===== src/rtl/mult_arb_pkg.sv =====
// mult_arb_pkg: shared FSM states, multiplier latency and index-width helper for mult_arbiter
package mult_arb_pkg;
   typedef enum logic [1:0] {IDLE, LOAD, COMPUTE, CAPTURE} arb_state_e;
   localparam int MULT_LATENCY = 2;
   function automatic int idx_w(input int n);
      return (n > 1) ? $clog2(n) : 1;
   endfunction
endpackage


===== src/rtl/mult_arb_grant.sv =====
// mult_arb_grant: one-hot grant plus index; round-robin with MULT_ARB_RR_EN, else fixed priority
module mult_arb_grant
   import mult_arb_pkg::*;
#(
   parameter int NUM_REQ = 4,
   parameter int IW = idx_w(NUM_REQ)
) (
   input  logic [NUM_REQ-1:0] req,
`ifdef MULT_ARB_RR_EN
   input  logic [IW-1:0]      ptr,
`endif
   output logic [NUM_REQ-1:0] gnt,
   output logic [IW-1:0]      idx
);
   always_comb begin
      gnt = '0;
      idx = '0;
`ifdef MULT_ARB_RR_EN
      // walk offsets from farthest to nearest so ptr+1 is written last and wins
      for (int i = NUM_REQ; i >= 1; i--) begin
         if (req[(int'(ptr) + i) % NUM_REQ]) begin
            gnt = '0;
            gnt[(int'(ptr) + i) % NUM_REQ] = 1'b1;
            idx = IW'((int'(ptr) + i) % NUM_REQ);
         end
      end
`else
      for (int i = NUM_REQ - 1; i >= 0; i--) begin
         if (req[i]) begin
            gnt = '0;
            gnt[i] = 1'b1;
            idx = IW'(i);
         end
      end
`endif
   end
endmodule


===== src/rtl/mult_arbiter.sv =====
// mult_arbiter: shares one two-cycle multiplier among NUM_REQ requesters.
// Define MULT_ARB_RR_EN for round-robin arbitration; fixed priority otherwise.
module mult_arbiter
   import mult_arb_pkg::*;
#(
   parameter int NUM_REQ   = 4,
   parameter int IN_WIDTH  = 4,
   parameter int OUT_WIDTH = 2 * IN_WIDTH
) (
   input  logic                         clk,
   input  logic                         rst,
   input  logic [NUM_REQ-1:0]           req_valid,
   input  logic [NUM_REQ*IN_WIDTH-1:0]  req_a,
   input  logic [NUM_REQ*IN_WIDTH-1:0]  req_b,
   output logic [NUM_REQ-1:0]           req_ready,
   output logic [NUM_REQ-1:0]           rsp_valid,
   output logic [OUT_WIDTH-1:0]         rsp_data,
   output logic [IN_WIDTH-1:0]          m_multiplicand,
   output logic [IN_WIDTH-1:0]          m_multiplier,
   output logic                         m_enable,
   input  logic [OUT_WIDTH-1:0]         m_result,
   input  logic                         m_done
);
   localparam int IW = idx_w(NUM_REQ);
   arb_state_e state_q, state_d;
   logic [IN_WIDTH-1:0] a_q, a_d, b_q, b_d;
   logic [IW-1:0] tag_q, tag_d, gnt_idx;
   logic [NUM_REQ-1:0] gnt, rsp_valid_q, rsp_valid_d;
   logic [OUT_WIDTH-1:0] rsp_data_q, rsp_data_d;
   // m_done stays high after the first product, so sequencing relies on the FSM alone
   logic unused_done;
   assign unused_done = m_done;
`ifdef MULT_ARB_RR_EN
   logic [IW-1:0] ptr_q, ptr_d;
`endif
   mult_arb_grant #(.NUM_REQ(NUM_REQ), .IW(IW)) u_grant (
      .req (req_valid),
`ifdef MULT_ARB_RR_EN
      .ptr (ptr_q),
`endif
      .gnt (gnt),
      .idx (gnt_idx)
   );
   always_comb begin
      state_d     = state_q;
      a_d         = a_q;
      b_d         = b_q;
      tag_d       = tag_q;
      rsp_valid_d = '0;
      rsp_data_d  = rsp_data_q;
`ifdef MULT_ARB_RR_EN
      ptr_d       = ptr_q;
`endif
      unique case (state_q)
         IDLE: if (|req_valid) begin
            a_d     = req_a[gnt_idx*IN_WIDTH +: IN_WIDTH];
            b_d     = req_b[gnt_idx*IN_WIDTH +: IN_WIDTH];
            tag_d   = gnt_idx;
            state_d = LOAD;
`ifdef MULT_ARB_RR_EN
            ptr_d   = gnt_idx;
`endif
         end
         LOAD:    state_d = COMPUTE;
         COMPUTE: state_d = CAPTURE;
         CAPTURE: begin
            rsp_data_d  = m_result;
            rsp_valid_d = NUM_REQ'(1) << tag_q;
            state_d     = IDLE;
         end
         default: state_d = IDLE;
      endcase
   end
   always_ff @(posedge clk) begin
      if (rst) begin
         state_q     <= IDLE;
         a_q         <= '0;
         b_q         <= '0;
         tag_q       <= '0;
         rsp_valid_q <= '0;
         rsp_data_q  <= '0;
`ifdef MULT_ARB_RR_EN
         ptr_q       <= IW'(NUM_REQ - 1);
`endif
      end else begin
         state_q     <= state_d;
         a_q         <= a_d;
         b_q         <= b_d;
         tag_q       <= tag_d;
         rsp_valid_q <= rsp_valid_d;
         rsp_data_q  <= rsp_data_d;
`ifdef MULT_ARB_RR_EN
         ptr_q       <= ptr_d;
`endif
      end
   end
   assign req_ready      = (state_q == IDLE) ? gnt : '0;
   assign m_enable       = (state_q == LOAD) || (state_q == COMPUTE);
   assign m_multiplicand = a_q;
   assign m_multiplier   = b_q;
   assign rsp_valid      = rsp_valid_q;
   assign rsp_data       = rsp_data_q;
endmodule


===== config.mk =====
export PLATFORM = sky130hd
export DESIGN_NAME = mult_arbiter
export DESIGN_NICKNAME = d
export VERILOG_FILES = /design/src/rtl/mult_arb_pkg.sv /design/src/rtl/mult_arb_grant.sv /design/src/rtl/mult_arbiter.sv
export SDC_FILE = /design/constraint.sdc
export NUM_CORES = 1
export LEC_CHECK = 0
export ABC_AREA = 0
export CAP_MARGIN = 5
export CORE_ASPECT_RATIO = 0.75
export CORE_MARGIN = 8
export CORE_UTILIZATION = 38
export CTS_BUF_LIST = sky130_fd_sc_hd__clkbuf_4
export CTS_CLUSTER_DIAMETER = 150
export DETAILED_ROUTE_END_ITERATION = 12
export PLACE_DENSITY_LB_ADDON = 0.2
export SLEW_MARGIN = 20
export SYNTH_ARGS = -nofsm -noshare
export SYNTH_HDL_FRONTEND = slang
export SYNTH_HIERARCHICAL = 1
export SYNTH_SLANG_ARGS = --single-unit

===== constraint.sdc =====
create_clock -name clk -period 2.29 [get_ports clk]
set_clock_uncertainty 0.1 [all_clocks]
set_input_delay 0.458 -clock clk [delete_from_list [all_inputs] [get_ports clk]]
set_output_delay 0.458 -clock clk [all_outputs]
set_load 0.1 [all_outputs]

==> impl_metrics.csv <==
group,metric,value,unit
status,status,"finished clean",
timing,setup_viol,0,
place,pre_cts_ws,-0.0227,ns
place,port_buffers,70,
worst_setup_path,path_cells,"clkdlybuf4s50_1 > buf_4 > nor3b_2 > and2_1 > buf_12",
detailed_routing,vias,1112,
global_route,grt.total_usage,0.131,
cts,htreeDepth,1,
power_and_ir_drop,leakagePower,0.835,nW
final_layout,num-fill-cells,208,
cts,cts_made_buffers,3,
cts,clock_sinks,24,
synth,syn-cell-area,1180,sq um
synth,syn-num-nets,168,
detailed_routing,wl_per_cell,14.4,um
floorplan,rows,17,
cts,clk_latency,0.32,ns
synth,ys_types,25,
timing,layout_setup_ws,0.0409,ns
timing,slew_headroom,0.640,
worst_setup_path,crit_path_max_fanout,5,
synth,synth_cells,117,
min_path,hold_path_class,"reg -> reg",
worst_setup_path,critical_path_required,1.73,ns
cts,cts-root-buf,"clkbuf_4",
cts,ctsHoldBuffers,0,
place,dp_hpwl,2.81,mm
floorplan,die_y,64.3,um
worst_setup_path,critical_path.max_stage_delay,0.48,ns
detailed_routing,drc,0,
global_route,grt_pass1_vias,1235,
synth,synth.area.top_cells,"dfxtp_1, mux4_2, mux2i_1, nand2_1, a21oi_1",
synth,avgSynthCellArea,10.1,sq um
place,placed_cell_area,1980,sq um
detailed_routing,wl,3.35,mm
final_layout,drive_gt1_frac,0.272,
final_layout,final_cell_area,2030,sq um
floorplan,start_util,0.400,
final_layout,syn_to_final_growth,72.0,%
synth,ys_ff_latch,24,
final_layout,utilization,0.688,
global_route,antenna_found_initial,0,
power_and_ir_drop,power,1.97,mW
final_layout,antenna_cells,0,
detailed_routing,antenna_left,0,
global_route,grt_max_degree,15,
final_layout,nets,247,
worst_setup_path,startpoint_type,"input port",
synth,synth_top_area_share,0.406,
floorplan,die_w,80.4,um
synth,ys_warn_count,6,
floorplan,io_pins,72,
timing,max_freq,445,MHz
worst_setup_path,worst_path_max_delay_cell,"clkdlybuf4s50_1",
timing,worst_pin_slew,0.535,ns
final_layout,instances_no_fill,233,
synth,yosys.area.top_type,"dfxtp_1",
place,place.gp.congestion,0.740,
place,placedCellCount,229,
timing,finalMaxSlewViolations,0,
global_route,grt_overflow_total,0,
floorplan,core,2960,sq um
global_route,grt_pass1_wl,5.48,mm
timing,finalHoldViolCount,0,
timing,post-route-period-util,0.982,
power_and_ir_drop,peakVddDrop,0.407,mV
synth,ys_seq_area_frac,0.406,
worst_setup_path,cp-end-kind,"output port",
cts,cts.reportedPaths.clkPinSlew,0.13,ns
cts,clockBufferDepth,2,
detailed_routing,first_pass_iters,4,
cts,cts_tree,"built",
floorplan,die_area,5170,sq um
timing,whs,0.373,ns
timing,fin_crit,2.25,ns
timing,tns,0,ns
detailed_routing,detail_route.vias_per_cell,4.77,
flow_run,maxCapViolCount,0,
detailed_routing,drtIter0Drc,43,
worst_setup_path,worstSetupPathType,"in -> out",
worst_setup_path,worst_ep_arrival_time,1.69,ns
power_and_ir_drop,p_per_area,970,nW/um^2
==> cells in the mapped netlist <==
| library cell | count |
|---|---|
| mux4_2 | 8 |
| dfxtp_1 | 24 |
| buf_2 | 3 |
| and3b_1 | 1 |
| nor3_2 | 1 |
| a21bo_2 | 1 |
| inv_1 | 3 |
| nor2_1 | 12 |
| a21oi_1 | 12 |
| nor3_1 | 1 |
| nor3b_1 | 2 |
| nand3_1 | 1 |
| mux2i_1 | 8 |
| o41ai_4 | 1 |
| clkbuf_1 | 2 |
| nand2_1 | 21 |
| nor2b_1 | 1 |
| o41a_1 | 1 |
| and2_1 | 4 |
| a311oi_1 | 1 |
| buf_4 | 2 |
| and3_1 | 1 |
| nor4_1 | 1 |
| ha_1 | 4 |
| nand2b_4 | 1 |
==> worst paths after layout <==
| kind | start | endpoint | slack, ns | cells past startpoint |
|---|---|---|---|---|
| max | req_valid[2] | req_ready[2] | 0.04 | 5 |
| min | m_multiplicand[3] | m_multiplicand[3] | 0.37 | 2 |
| max reg2reg | state_q[0] | m_multiplicand[2] | 0.66 | 5 |
| min reg2reg | m_multiplicand[3] | m_multiplicand[3] | 0.37 | 2 |
==> layout make-up <==
type                    count  area [sq um]  share of cell area
clock buffers               3          22.5              0.0111
repair buffers             81           783               0.385
flip-flops and latches     24           480               0.236
well taps                  38          47.5              0.0234
clock inverters             1          30.0              0.0148
multi-input cells          83           658               0.324
inverters                   3          11.3             0.00554
==> report_power, final <==
part	switching, mW	internal, mW	total (mW)	leakage, nW
logic	0.754	0.386	1.14	0.611
clock network	0.133	0.177	0.310	0.0279
registers	0.0400	0.482	0.522	0.196
total	0.927	1.05	1.97	0.835
==> layer usage <==
layer,share of wire,track usage,up-vias,routed length (um)
met5,0,0,-,0
met3,0.090,0.0615,2,302
met4,0.0063,0.0407,0,21
met2,0.52,0.222,41,1740
met1,0.39,0.140,506,1300
li1,-,-,563,-
==> cells in the final DEF, fill, tap and decap left out, types with 3 or more instances in the layout <==
master / count
inv_1: 3
and2_1: 4
nand2_1: 21
clkdlybuf4s50_1: 45
mux2i_1: 8
dfxtp_1: 24
clkbuf_4: 3
a21oi_1: 12
nor2_1: 12
buf_4: 31
buf_12: 5
ha_1: 4
mux4_2: 8
==> registers in the layout (all words and copies together), names as in the netlist <==
signal,count
rsp_data,8
rsp_valid,4
m_multiplicand,4
tag_q,2
state_q,2
m_multiplier,4
==> kinds of logic (layout without fill, tap and decap cells) <==
group / count (synthesis) / count (layout) / share of synthesized area
adders and majority gates: 4 / 4 / 0.0423
DFF: 24 / 24 / 0.406
muxes: 16 / 16 / 0.220
and+or+nand+nor: 47 / 47 / 0.190
buffers and inverters: 10 / 88 / 0.0413
AOI/OAI and AO/OA: 16 / 16 / 0.0995
==> critical path: cells and delay by family <==
| family | cells | cell delay, ns |
|---|---|---|
| buffers and inverters | 3 | 0.82 |
| AND/OR/NAND/NOR | 2 | 0.41 |
==> repair_timing <==
item | in CTS | in global routing
endpoints found under the setup margin | 0 | 1
resized for setup | 0 | 1
endpoints found under the hold margin | 0 | 0
buffers inserted | 0 | 0
No activity file was read; power rests on OpenSTA's default activity.
